File: src/rtl/regbank_pkg.sv
// Shared constants and word/address types for the 2-read/1-write register bank.
package regbank_pkg;

  localparam int REGBANK_DATA_W   = 16;
  localparam int REGBANK_NUM_REGS = 16;
  localparam int REGBANK_ADDR_W   = $clog2(REGBANK_NUM_REGS);

  typedef logic [REGBANK_ADDR_W-1:0] regbank_addr_t;
  typedef logic [REGBANK_DATA_W-1:0] regbank_data_t;

endpackage

File: src/rtl/regbank_read_port.sv
// One registered read port: address mux, out-of-range zeroing, write-first bypass
// and the rd_data/rd_valid output registers.
module regbank_read_port
  import regbank_pkg::*;
#(
  parameter  int DATA_W   = REGBANK_DATA_W,
  parameter  int NUM_REGS = REGBANK_NUM_REGS,
  localparam int ADDR_W   = $clog2(NUM_REGS)
) (
  input  logic              clk,
  input  logic              reset,
  input  logic [DATA_W-1:0] i_regs [NUM_REGS],
  input  logic              i_wr_accept,
  input  logic [ADDR_W-1:0] i_wr_addr,
  input  logic [DATA_W-1:0] i_wr_data,
  input  logic              i_rd_en,
  input  logic [ADDR_W-1:0] i_rd_addr,
  output logic [DATA_W-1:0] o_rd_data,
  output logic              o_rd_valid
);

  localparam logic [ADDR_W:0] NUM_REGS_W = (ADDR_W+1)'(NUM_REGS);

  logic [DATA_W-1:0] w_mux;
  logic [DATA_W-1:0] w_next;
  logic              w_in_range;
  logic              w_bypass;
  logic [DATA_W-1:0] r_rd_data;
  logic              r_rd_valid;

  // Select the addressed entry; a write landing on the same address wins.
  always_comb begin
    w_mux = {DATA_W{1'b0}};
    for (int i = 0; i < NUM_REGS; i++) begin
      w_mux = w_mux | ({DATA_W{i_rd_addr == ADDR_W'(i)}} & i_regs[i]);
    end
    w_in_range = ({1'b0, i_rd_addr} < NUM_REGS_W);
    // i_wr_accept is already cleared for dropped or hardwired-zero writes
    w_bypass   = i_wr_accept && (i_wr_addr == i_rd_addr);
    w_next     = w_bypass ? i_wr_data : (w_in_range ? w_mux : {DATA_W{1'b0}});
  end

  // Output registers: data holds when no read is requested.
  always_ff @(posedge clk) begin
    if (reset) begin
      r_rd_data  <= {DATA_W{1'b0}};
      r_rd_valid <= 1'b0;
    end else if (i_rd_en) begin
      r_rd_data  <= w_next;
      r_rd_valid <= 1'b1;
    end else begin
      r_rd_valid <= 1'b0;
    end
  end

  assign o_rd_data  = r_rd_data;
  assign o_rd_valid = r_rd_valid;

endmodule

File: src/rtl/regbank_2r1w.sv
// Register bank with one binary-addressed write port and two registered read ports.
// Macro REGBANK_ZERO_REG_EN hardwires entry 0 to zero (no storage for it).
module regbank_2r1w
  import regbank_pkg::*;
#(
  parameter  int DATA_W   = REGBANK_DATA_W,
  parameter  int NUM_REGS = REGBANK_NUM_REGS,
  localparam int ADDR_W   = $clog2(NUM_REGS)
) (
  input  logic              clk,
  input  logic              reset,
  input  logic              wr_en,
  input  logic [ADDR_W-1:0] wr_addr,
  input  logic [DATA_W-1:0] wr_data,
  input  logic              rd_en_a,
  input  logic [ADDR_W-1:0] rd_addr_a,
  output logic [DATA_W-1:0] rd_data_a,
  output logic              rd_valid_a,
  input  logic              rd_en_b,
  input  logic [ADDR_W-1:0] rd_addr_b,
  output logic [DATA_W-1:0] rd_data_b,
  output logic              rd_valid_b
);

`ifdef REGBANK_ZERO_REG_EN
  localparam bit ZERO_REG = 1'b1;
`else
  localparam bit ZERO_REG = 1'b0;
`endif

  localparam logic [ADDR_W:0] NUM_REGS_W = (ADDR_W+1)'(NUM_REGS);

  logic [DATA_W-1:0] w_regs [NUM_REGS];
  logic              w_wr_accept;

  // Out-of-range writes and writes to a hardwired zero entry are dropped here,
  // which also keeps them off the read-port bypass path.
  assign w_wr_accept = wr_en && ({1'b0, wr_addr} < NUM_REGS_W) &&
                       !(ZERO_REG && (wr_addr == {ADDR_W{1'b0}}));

  for (genvar i = 0; i < NUM_REGS; i++) begin : g_entry
    if (ZERO_REG && (i == 0)) begin : g_zero
      assign w_regs[i] = {DATA_W{1'b0}};
    end else begin : g_store
      logic [DATA_W-1:0] r_reg;

      // Storage entry i: cleared by reset, loaded on an accepted matching write.
      always_ff @(posedge clk) begin
        if (reset) begin
          r_reg <= {DATA_W{1'b0}};
        end else if (w_wr_accept && (wr_addr == ADDR_W'(i))) begin
          r_reg <= wr_data;
        end
      end

      assign w_regs[i] = r_reg;
    end
  end

  regbank_read_port #(
    .DATA_W   (DATA_W),
    .NUM_REGS (NUM_REGS)
  ) u_port_a (
    .clk         (clk),
    .reset       (reset),
    .i_regs      (w_regs),
    .i_wr_accept (w_wr_accept),
    .i_wr_addr   (wr_addr),
    .i_wr_data   (wr_data),
    .i_rd_en     (rd_en_a),
    .i_rd_addr   (rd_addr_a),
    .o_rd_data   (rd_data_a),
    .o_rd_valid  (rd_valid_a)
  );

  regbank_read_port #(
    .DATA_W   (DATA_W),
    .NUM_REGS (NUM_REGS)
  ) u_port_b (
    .clk         (clk),
    .reset       (reset),
    .i_regs      (w_regs),
    .i_wr_accept (w_wr_accept),
    .i_wr_addr   (wr_addr),
    .i_wr_data   (wr_data),
    .i_rd_en     (rd_en_b),
    .i_rd_addr   (rd_addr_b),
    .o_rd_data   (rd_data_b),
    .o_rd_valid  (rd_valid_b)
  );

endmodule

File: config.mk
export PLATFORM = sky130hd
export DESIGN_NAME = regbank_2r1w
export DESIGN_NICKNAME = d
export VERILOG_FILES = /design/src/rtl/regbank_pkg.sv /design/src/rtl/regbank_read_port.sv /design/src/rtl/regbank_2r1w.sv
export SDC_FILE = /design/constraint.sdc
export NUM_CORES = 1
export LEC_CHECK = 0
export CORE_UTILIZATION = 40
export DETAILED_ROUTE_END_ITERATION = 7
export GPL_ROUTABILITY_DRIVEN = 0
export PLACE_DENSITY = 0.67
export RECOVER_POWER = 25
export SETUP_SLACK_MARGIN = 0.2
export SLEW_MARGIN = 30
export SYNTH_ARGS = -nofsm -noshare
export SYNTH_HDL_FRONTEND = slang
export SYNTH_HIERARCHICAL = 1
export SYNTH_SLANG_ARGS = --single-unit
File: constraint.sdc
create_clock -name clk -period 5.3 [get_ports clk]
set_clock_uncertainty 0.1 [all_clocks]
set_input_delay 1.59 -clock clk [delete_from_list [all_inputs] [get_ports clk]]
set_output_delay 1.59 -clock clk [all_outputs]
set_load 0.02 [all_outputs]
==> results of run 1 <==
-- per-stage QoR --
| step | std cells | total power, µW |
|---|---|---|
| CTS | 2222 | 5150 |
| finish | 2222 | 5140 |
| detailed placement | 2163 | 2830 |
| global route | 2222 | 5280 |
| global placement | 2163 | 2820 |
| floorplan | 1707 | 2650 |
-- layer usage --
layer  track usage  wire [µm]
met4         0.143       3090
met3        0.0393       5390
met5             0          0
met1         0.349      23200
met2         0.435      26200
-- path summary, 6_finish.rpt --
check        cells past startpoint                           end
min reg2reg                      2  g_entry[11].g_store.r_reg[9]
max reg2reg                      5        u_port_b/o_rd_data[12]
min                              2  g_entry[11].g_store.r_reg[9]
max                              3   g_entry[2].g_store.r_reg[2]
-- layout make-up --
class,instances,area share
Multi-Input combinational cell,1229,0.531
Clock inverter,4,0.00110
Tap cell,532,0.0366
Inverter,8,0.00165
Sequential cell,290,0.320
Timing Repair Buffer,104,0.0503
Clock buffer,55,0.0602
-- worst max-delay path: stages --
cell      delay [ns]
clkbuf_2        1.58
nand2b_1        0.83
mux2i_1         0.17
-- power groups by stage --
| stage | Sequential, µW | Combinational, µW | Clock [µW] |
|---|---|---|---|
| after floorplan | 2290 | 355 | 0 |
| after global routing | 2250 | 571 | 2460 |
| after CTS | 2250 | 537 | 2360 |
| final | 2250 | 554 | 2340 |
| after detailed placement | 2290 | 534 | 0 |
| after global placement | 2290 | 528 | 0 |
-- cells by family after synthesis --
| group | Yosys count | synth area share |
|---|---|---|
| buffers and inverters | 188 | 0.0640 |
| XOR/XNOR | 8 | 0.00425 |
| AO/OA/AOI/OAI | 316 | 0.151 |
| AND/OR/NAND/NOR | 563 | 0.206 |
| flip-flops | 290 | 0.352 |
| multiplexers | 342 | 0.223 |
-- synth_stat cells, drive strengths merged (20+ instances only) --
library cell  number
clkbuf            74
mux2              58
nand2             54
mux2i            270
nor3b             23
nor2              69
a22oi             78
nand2b           284
a32oi             22
dfxtp            290
nor4              24
a2111oi           20
a22o              24
buf              106
o21ai             28
nand3             20
a221oi            28
==> results.toml, run 1 <==
[timing]
slew_viol_final = 131
worstMarginPinSlew_ns = 2.30
max_slew_margin = -0.532
finalSetupViolCount = 0
period_needed_ns = 3.99
rsz0062_at_grt = "false"
finalHoldViolations = 0
layout_worst_path_cycle_share = 0.753
setup_tns_ns = 0
timing.hold.ws_ns = 0.389
fin_ws_ns = 1.31
fmax_ghz = 0.251

[pwr]
vdd_ir_drop_max_mv = 0.195
p_leak_uw = 0.00777
power_density_mw_per_mm2 = 283
clkPwrFrac = 0.455
power.internal_uw = 3820
power.switching_uw = 1330
power_frac_seq = 0.437
p_comb_frac = 0.108
sw_frac_of_total = 0.258

[layout]
largest_reg_flops = 256
antenna-diode-count = 0
nNetsFinal = 1701
final_area_mm2 = 0.0182
drive_above_1_share = 0.123
fill_cells = 3845
area_delta_synth_final_pct = 10.1
fin_util = 0.446
multiInputGateArea_mm2 = 0.00964
regArea_mm2 = 0.00581
most-common-layout-cells = "290 x dfxtp_1, 284 x nand2b_1, 270 x mux2i_1, 78 x a22oi_1, 66 x nor2_1"
final_common_cell = "dfxtp_1"

[synthesis]
yosys.area.top_type = "dfxtp_1"
synth_ff_type = "dfxtp_1"
netlist_top_cells_area = "dfxtp_1 35%, mux2i_1 16%, nand2b_1 11%"
syn_area_per_cell_um2 = 9.66
syn_nets = 1740
ys_ff_latch = 290
yosysSeqAreaShare = 0.352
synth_async_sr_flop_share = 0
synthCells = 1707
synth_edf_count = 0
ys_warn_count = 6
synth_top_area_share = 0.352
netlist_area_mm2 = 0.0165
synth.distinct_cells = 65

[worst_setup_path]
r2r_slack_ns = 3.41
endpoint_kind = "flip-flop"
path_class = "input pin to flip-flop"
timing.rr.start = "g_entry[1].g_store.r_reg[12]"
critPathLaunchType = "input pin"
cp.arrival_ns = 4.24
crit_start = "reset"
cp.required_ns = 5.55
path_max_fanout = 130

[global_route]
grt_antenna_before_repair = 0
grt_pass1_wl_um = 86100
overflow = 0
grt_usage = 0.270
grt_pass1_vias = 13900
grt_max_degree = 131

[hold_path]
hp-start = "g_entry[11].g_store.r_reg[9]"
worstHoldPathType = "flip-flop to flip-flop"

[drt]
dr_total_vias = 14200
drc = 1
dr.pass1.iters = 8
wl_per_cell_um = 26.0
drtIter0Drc = 1810
wl_um = 57800
final_antenna_net_count = 0
avgViaCountPerCell = 6.39

[cts]
cts_tree = "done"
cts_max_path_buffers = 3
cts.sinks = 290
numCtsBuffers = 35
ctsResizeCount = 0
cts_setup_buffers = 0
clock_latency_ns = 0.51
ctsHoldBuffers = 0
h-tree-depth = 2
clk_pin_slew_ns = 0.06
clockRootBuffer = "clkbuf_16"

[floorplan]
dieArea_mm2 = 0.0421
rows = 74
dieHeight_um = 205
die_width_um = 205
start_util = 0.405
core_mm2 = 0.0407
pin_count = 67

[placed_design]
post-place-ws_ns = 1.21
io_buffers = 66
dp_hpwl_um = 36600
postPlaceCellArea_mm2 = 0.0171

[run]
cap_violations = 1

[status]
violations = "design-rule violations, max-capacitance violations, max-slew violations"
status = "finished, violations left"
No activity file was read; power rests on OpenSTA's default activity.
==> run 2, diff against run 1 <==
==> constraint.sdc (replaced) <==
create_clock -name clk -period 4.1 [get_ports clk]
set_clock_uncertainty 0.1 [all_clocks]
set_input_delay 1.23 -clock clk [delete_from_list [all_inputs] [get_ports clk]]
set_output_delay 1.23 -clock clk [all_outputs]
set_load 0.02 [all_outputs]
==> run 2 against run 1 <==
Effect of this change:
- the run now ends clean
- critical path depth is 1 higher
- non-clock buffer count is 33 higher
- combinational power is 34% higher
- power is 28% higher
- via count is 0.40% higher
- first-iteration DRC count is 7.5% higher
- final cell count is 1.5% higher
- clock power is 24% higher
- final area is 1.2% higher
- setup slack worse by 0.78 ns
- register-to-register slack worse by 1.1 ns
- count of clock-buffer cells in the layout is 6 lower
==> results.toml, run 2 (same netlist as run 1, synthesis figures left out) <==
[drt]
wl_um = 58100
avgViaCountPerCell = 6.31
final_antenna_net_count = 0
wl_per_cell_um = 25.8
drtIter0Drc = 1945
dr_total_vias = 14200
dr.pass1.iters = 6
drc = 0

[timing]
finalHoldViolations = 0
max_slew_margin = 0.293
layout_worst_path_cycle_share = 0.872
fmax_ghz = 0.280
finalSetupViolCount = 0
period_needed_ns = 3.57
setup_tns_ns = 0
rsz0062_at_grt = "false"
worstMarginPinSlew_ns = 1.06
timing.hold.ws_ns = 0.384
slew_viol_final = 0

[floorplan]
die_width_um = 205
pin_count = 67
core_mm2 = 0.0407
rows = 74
start_util = 0.405
dieArea_mm2 = 0.0421
dieHeight_um = 205

[placed_design]
io_buffers = 66
dp_hpwl_um = 38100
placed_cells = 2196
postPlaceCellArea_mm2 = 0.0174

[worst_setup_path]
crit_slowest_cell = "nor3b_1"
endpoint_kind = "flip-flop"
critPathLaunchType = "input pin"
timing.rr.start = "g_entry[5].g_store.r_reg[12]"
crit_family = "simple AND/OR/NAND/NOR gates"
crit_chain = "clkdlybuf4s50_1 > nor3b_1 > nand2_2 > mux2i_1"
cp.arrival_ns = 3.83
slowest_delay_ns = 0.89
path_class = "input pin to flip-flop"
cp_num_buf_inv = 1
cp.required_ns = 4.36
cp_num_cells = 4
reg2reg_depth = 5
r2r_slack_ns = 2.27
path_max_fanout = 16
reg2reg_to = "u_port_a/o_rd_data[12]"

[cts]
clk_pin_slew_ns = 0.06
ctsHoldBuffers = 0
h-tree-depth = 2
cts_max_path_buffers = 3
cts_setup_buffers = 0
cts_tree = "done"
cts.sinks = 290
ctsResizeCount = 0
numCtsBuffers = 34
clockRootBuffer = "clkbuf_16"
clock_latency_ns = 0.53

[layout]
final_cells = 2256
drive_above_1_share = 0.137
regArea_mm2 = 0.00581
final_area_mm2 = 0.0184
area_delta_synth_final_pct = 11.5
fill_cells = 3836
antenna-diode-count = 0
nNetsFinal = 1733
fin_util = 0.451
final_common_cell = "dfxtp_1"
multiInputGateArea_mm2 = 0.00963
most-common-layout-cells = "290 x dfxtp_1, 284 x nand2b_1, 270 x mux2i_1, 78 x a22oi_1, 66 x nor2_1"
largest_reg_flops = 256

[global_route]
grt_max_degree = 69
grt_antenna_before_repair = 0
grt_usage = 0.272
grt_pass1_vias = 13900
grt_pass1_wl_um = 87100
overflow = 0

[pwr]
p_leak_uw = 0.00783
power_density_mw_per_mm2 = 357
vdd_ir_drop_max_mv = 0.242

[status]
status = "complete, no violations"

[hold_path]
worstHoldPathType = "flip-flop to flip-flop"
hold_end = "g_entry[13].g_store.r_reg[15]"
min_path_cells = 2
hp-start = "g_entry[13].g_store.r_reg[15]"

[run]
cap_violations = 0
## run 2: cell count changes in the layout (fill, tap and decap cells not counted), sizes merged
cell / before / now
clkinv: 8 / 12
clkbuf: 57 / 54
clkdlybuf4s50: 33 / 54
buf: 45 / 75
dlygate4sd3: 24 / 3
inv: 4 / 7
## run 2: worst max path at each step
stage                                        endpoint  slack, ns    startpoint
after CTS                       u_port_a/o_rd_data[0]       0.99    wr_addr[0]
final                     g_entry[0].g_store.r_reg[6]       0.53         wr_en
after detailed placement  g_entry[5].g_store.r_reg[5]       0.53    wr_addr[0]
after global routing      g_entry[0].g_store.r_reg[6]       0.41         wr_en
after global placement          u_port_b/o_rd_data[0]       0.43  rd_addr_b[1]
after floorplan                u_port_a/o_rd_data[12]       1.29  rd_addr_a[2]
## run 2: per-layer routing
metal | wire (µm) | track usage | vias to the layer above
li1 | - | - | 6238
met2 | 25700 | 0.427 | 868
met3 | 5610 | 0.0492 | 226
met4 | 3180 | 0.141 | 0
met1 | 23700 | 0.355 | 6914
met5 | 0 | 0 | -
## run 2: layout make-up
cell class	instances	share of cell area
Multi-Input combinational cell	1229	0.524
Sequential cell	290	0.316
Timing Repair Buffer	137	0.0655
Clock buffer	49	0.0531
Tap cell	532	0.0362
Clock inverter	11	0.00422
Inverter	8	0.00163
## run 2: worst reg2reg max path, cell delays in order, from the launching register on
cell and delay (ns):
dfxtp_1 0.33, mux2_4 0.27, a221oi_2 0.34, o211ai_1 0.18, a2111oi_2 0.40, a2111oi_2 0.07
## run 2: where the power goes
part	switching (µW)	internal, µW	leakage [µW]	total (µW)
sequential	42.0	2860	0.00234	2910
combinational	473	269	0.00496	741
clock	1240	1670	0.000527	2910
## run 2: metrics by stage
step | total power [µW] | setup WS (ns)
6_report | 6560 | 0.526
5_1_grt | 6720 | 0.406
2_1_floorplan | 3420 | 1.29
3_3_place_gp | 3680 | 0.426
4_1_cts | 6570 | 0.987
3_5_place_dp | 3680 | 0.531
==> run 3, diff against run 2 <==
--- a/config.mk
+++ b/config.mk
@@ -6,12 +6,12 @@
 export NUM_CORES = 1
 export LEC_CHECK = 0
 export CORE_UTILIZATION = 40
+export CTS_CLUSTER_DIAMETER = 50
 export DETAILED_ROUTE_END_ITERATION = 7
 export GPL_ROUTABILITY_DRIVEN = 0
 export PLACE_DENSITY = 0.67
 export RECOVER_POWER = 25
 export SETUP_SLACK_MARGIN = 0.2
-export SLEW_MARGIN = 30
 export SYNTH_ARGS = -nofsm -noshare
 export SYNTH_HDL_FRONTEND = slang
 export SYNTH_HIERARCHICAL = 1
==> run 3 against run 2 <==
Effect of this change:
- the run now ends with max-capacitance violations, max-slew violations left
- fmax is 2.5% lower
- final cell count is 0.40% higher
- die area did not move
- via count increased by 1.4%
- wire length grew 0.47%
- critical path depth stayed put
- critical path type unchanged
- critical endpoint is now g_entry[15].g_store.r_reg[13]
- largest cell class unchanged
- largest power group is now the clock network
==> results.toml, run 3 (same netlist as run 1, synthesis figures left out) <==
[floorplan]
core_mm2 = 0.0407
dieHeight_um = 205
pin_count = 67
rows = 74
start_util = 0.405
die_width_um = 205
dieArea_mm2 = 0.0421

[run]
cap_violations = 2

[cts]
clk_pin_slew_ns = 0.06
ctsHoldBuffers = 0
h-tree-depth = 2
numCtsBuffers = 38
cts_max_path_buffers = 3
cts_setup_buffers = 0
clock_latency_ns = 0.53
cts_tree = "done"
ctsResizeCount = 0
cts.sinks = 290
clockRootBuffer = "clkbuf_16"

[layout]
largest_reg_flops = 256
final_common_cell = "dfxtp_1"
fill_cells = 3862
final_area_mm2 = 0.0186
nNetsFinal = 1737
antenna-diode-count = 0
drive_above_1_share = 0.142
most-common-layout-cells = "290 x dfxtp_1, 284 x nand2b_1, 270 x mux2i_1, 78 x a22oi_1, 66 x nor2_1"
area_delta_synth_final_pct = 12.5

[worst_setup_path]
crit_chain = "clkdlybuf4s50_1 > and3_1 > nand3_1 > mux2i_1"
crit_slowest_cell = "nand3_1"
cp_num_buf_inv = 1
crit_family = "simple AND/OR/NAND/NOR gates"
path_max_fanout = 16
path_class = "input pin to flip-flop"
cp.required_ns = 4.41
cp.arrival_ns = 3.98
critPathLaunchType = "input pin"
slowest_delay_ns = 1.20
endpoint_kind = "flip-flop"

[global_route]
grt_antenna_before_repair = 0
grt_pass1_vias = 14000
grt_pass1_wl_um = 87500
grt_max_degree = 69
overflow = 0
grt_usage = 0.273

[timing]
fmax_ghz = 0.273
period_needed_ns = 3.67
slew_viol_final = 28
setup_tns_ns = 0
rsz0062_at_grt = "false"
finalSetupViolCount = 0
finalHoldViolations = 0
worstMarginPinSlew_ns = 1.66
max_slew_margin = -0.111
layout_worst_path_cycle_share = 0.894

[drt]
dr.pass1.iters = 8
wl_per_cell_um = 25.8
final_antenna_net_count = 0
drtIter0Drc = 1751
avgViaCountPerCell = 6.38
dr_total_vias = 14400
wl_um = 58400
drc = 0

[pwr]
power_density_mw_per_mm2 = 375
vdd_ir_drop_max_mv = 0.236
p_leak_uw = 0.00790

[placed_design]
io_buffers = 66
postPlaceCellArea_mm2 = 0.0174
dp_hpwl_um = 38000

[status]
status = "finished, violations left"
violations = "max-capacitance violations, max-slew violations"

[hold_path]
worstHoldPathType = "flip-flop to flip-flop"
run 3: cell types whose count changed in the layout (fill, tap and decap cells not counted), sizes merged:
cell,previous run,this run
clkinvlp,0,7
bufinv,0,2
clkinv,12,14
clkbuf,54,52
clkdlybuf4s50,54,55
dlygate4sd3,3,2
run 3: final timing paths:
path | startpoint | endpoint | slack (ns) | depth (start not counted)
setup / recovery | wr_addr[3] | g_entry[15].g_store.r_reg[13] | 0.43 | 4
hold / removal | g_entry[2].g_store.r_reg[1] | g_entry[2].g_store.r_reg[1] | 0.39 | 2
setup reg to reg | g_entry[1].g_store.r_reg[11] | u_port_b/o_rd_data[11] | 2.23 | 5
hold reg to reg | g_entry[2].g_store.r_reg[1] | g_entry[2].g_store.r_reg[1] | 0.39 | 2
run 3: cell type report:
class	instances	area [µm²]	share of cell area
Clock buffer	47	1050	0.0564
Tap cell	532	666	0.0359
Clock inverter	22	196	0.0106
Sequential cell	290	5810	0.313
Timing Repair Buffer	137	1200	0.0649
Multi-Input combinational cell	1229	9610	0.518
Inverter	8	30.0	0.00162
run 3: routing by layer:
layer | track usage | part of all wire | vias up
li1 | - | - | 6255
met1 | 0.359 | 0.41 | 7004
met4 | 0.153 | 0.059 | 0
met3 | 0.0498 | 0.10 | 243
met5 | 0 | 0 | -
met2 | 0.420 | 0.43 | 938
run 3: through the flow:
stage           util  setup WS, ns  power (µW)  hold WS [ns]  instances
2_1_floorplan      -          1.29        3420         0.355       1707
3_3_place_gp   0.426         0.426        3680         0.367       2196
3_5_place_dp   0.426         0.350        3680         0.378       2196
4_1_cts        0.457         0.881        6970         0.389       2265
5_1_grt        0.455         0.395        7130         0.406       2265
6_report       0.455         0.433        6970         0.390       2265
run 3: worst reg2reg max path: cells and delay by family, from the launching register on:
family,cells,cell delay [ns]
multiplexers,1,0.27
AND/OR/NAND/NOR,1,0.30
AO/OA/AOI/OAI,3,0.74
flip-flops,1,0.33
run 3: power breakdown:
group          internal, µW  switching, µW
Clock                  1960           1360
Sequential             2860           41.5
Combinational           269            474
==> RTL edit (flow settings as in run 2) <==
The localparam `ZERO_REG` goes from 1'b0 to 1'b1.
--- a/src/rtl/regbank_2r1w.sv
+++ b/src/rtl/regbank_2r1w.sv
@@ -27,3 +27,3 @@
 `else
-  localparam bit ZERO_REG = 1'b0;
+  localparam bit ZERO_REG = 1'b1;
 `endif
Function: changed (a bounded check fails within 4 cycles, from zero or initial values and one cycle with reset high).
==> RTL edit against run 2 <==
  * The run now ends with DRC left
  * Count of clock-buffer cells in the layout decreased by 5
  * Via count fell by 0.29%
  * Cell area decreased by 1.7%
  * Worst setup slack improved by 82 ps
  * Sequential cell count down 16
  * Wire length is 1.3% higher
  * Hold slack improved by 7.0 ps
  * Synthesized area down 2.5%
  * Power shrank 4.1%
  * Sequential share of layout area shrank 1.2 points
  * Largest cell class unchanged
  * Largest power group is now clock
==> RTL edit: results (changes against run 2) <==
| Metric | Value |
|---|---|
| Ant diodes | `0 (unchanged)` |
| Net count reported at finish | `1739 (+0.35%)` |
| Dpl cells | `2199 (+0.14%)` |
| # fillers | `3800 (-0.94%)` |
| Leakage Power | `7.53 nW (-3.8%)` |
| Hold Path Class | `register to register` |
| Root buffer cell | `clkbuf_16` |
| Crit path max-delay cell type | `clkbuf_1` |
| Critical Path AT | `3870 ps (+40 ps)` |
| DR vias | `14200 (-0.29%)` |
| Status | `finished with violations` |
| Met2 WL | `26300 um (+2.4%)` |
| Final Critical Period | `3490 ps (-82.0 ps)` |
| Pre-CTS WS | `461 ps (-70.0 ps)` |
| Sequential fraction of the synthesis area | `34.1% (-1.1 points)` |
| Quantity of gates resized following cts | `0 (unchanged)` |
| Initial antenna violation count | `0 (unchanged)` |
| First-pass GRT wire length | `87900 um (+1.0%)` |
| VDD IR max | `0.000349 V (+44%)` |
| Tightest Pin Transition | `1400 ps (+341 ps)` |
| Flop2flop setup slack | `1820 ps (-450 ps)` |
| Worst-path fanout max | `19 (+3)` |
| Share of cells above drive strength 1 | `11.7% (-2.0 points)` |
| Max reg flops | `240 (-6.3%)` |
| Total routed wirelength | `58900 um (+1.3%)` |
| Vias per inst | `6.30 (-0.21%)` |
| DRT iter0 DRCs | `1764 (-9.3%)` |
| Yosys warning count | `6 (unchanged)` |
| Number of setup buffers added after CTS | `0 (unchanged)` |
| Post-synth ARST share | `0% (unchanged)` |
| I/O Buffers | `66 (unchanged)` |
| Top post-synthesis cells by count | `mux2i_1 (290), dfxtp_1 (274), nand2b_1 (262), clkbuf_1 (58), nor2_1 (57)` |
| Max Root-Sink Buffers | `3 (unchanged)` |
| Synth cell types | `71 (+9.2%)` |
| Met3 routed WL | `5770 um (+2.9%)` |
| Syn_area_per_cell | `9.64 um^2 (-0.27%)` |
| Highest metal used | `met4` |
| GRT Util Overall | `28.2% (+0.98 points)` |
| Failing checks | `DRC` |
| DPL Wire Length | `39300 um (+3.2%)` |
| Worst skew pair latency | `590 ps (+60 ps)` |
| Inserted Clock Buffers | `30 (-12%)` |
| DRT Pass-1 Iters | `8 (+2)` |
| Most used DFF post-synth | `dfxtp_1` |
| H-Tree Depth | `1 (-1)` |
| Largest net degree at the start of global routing | `101 (+46%)` |
| Top post-synthesis cells by area | `dfxtp_1 (34%), mux2i_1 (18%), nand2b_1 (10%)` |
| Family with the most delay on the worst path | `buffers and inverters` |
| # DRC | `2 (+2)` |
| Internal power | `4.60 mW (-4.2%)` |
| CP max stage delay | `1030 ps (+140 ps)` |
| Met1 wire length | `23400 um (-1.2%)` |
-- RTL edit: cell types whose count changed in the layout (fill, tap and decap cells not counted), sizes merged, moves of 11 or more --
cell / run 2 / this run
mux2: 58 / 16
conb: 0 / 32
a22oi: 78 / 48
nand2b: 284 / 262
o2bb2ai: 6 / 28
mux2i: 270 / 290
nand2: 54 / 35
nand3b: 8 / 26
dfxtp: 290 / 274
inv: 7 / 18
-- RTL edit: worst paths after layout --
check,startpoint,end,cells after the start
worst max register to register,g_entry[5].g_store.r_reg[12],u_port_a/o_rd_data[12],6
worst min register to register,g_entry[1].g_store.r_reg[11],g_entry[1].g_store.r_reg[11],2
worst min-delay path,g_entry[1].g_store.r_reg[11],g_entry[1].g_store.r_reg[11],2
worst max-delay path,rd_en_b,u_port_b/o_rd_data[1],7
-- RTL edit: logic make-up after synthesis --
kind of cell,after synthesis,share of synthesized area [%]
other,1,0.0233
xor gates and xnor gates,8,0.436
and+or+nand+nor,558,21.9
buffers and inverters,182,6.60
muxes,316,20.6
DFF,274,34.1
AOI/OAI and AO/OA,329,16.3
-- RTL edit: final cells by class --
| class | instances | area share (%) |
|---|---|---|
| Clock buffer | 44 | 5.12 |
| Sequential cell | 274 | 30.4 |
| Timing Repair Buffer | 139 | 6.70 |
| Clock inverter | 11 | 0.485 |
| Tap cell | 525 | 3.63 |
| Inverter | 18 | 0.374 |
| Multi-Input combinational cell | 1243 | 53.3 |
-- RTL edit: routing by layer --
layer | track usage (%) | vias to the layer above
met5 | 0 | -
met4 | 15.8 | 0
met3 | 4.49 | 201
met2 | 44.6 | 878
met1 | 36.5 | 6918
li1 | - | 6207
-- RTL edit: power by group through the flow --
stage,registers [mW],clock network [mW],logic [mW]
floorplan,2.81,0,0.472
global placement,2.80,0,0.740
detailed placement,2.81,0,0.745
CTS,2.75,2.80,0.748
global route,2.75,2.90,0.794
finish,2.75,2.77,0.771
-- RTL edit: stage by stage --
step | instance area, um^2 | utilization, % | power (mW) | hold slack, ps
6_report | 18100 | 45.5 | 6.29 | 391
4_1_cts | 18100 | 45.6 | 6.30 | 390
5_1_grt | 18100 | 45.5 | 6.44 | 407
3_3_place_gp | 17100 | 43.0 | 3.54 | 369
3_5_place_dp | 17100 | 43.0 | 3.55 | 378
2_1_floorplan | 16200 | - | 3.28 | 355
-- RTL edit: tightest hold or removal path, cell delays in order, from the launching register on --
cell and delay (ps):
dfxtp_1 320, nand2b_1 70, mux2i_1 60
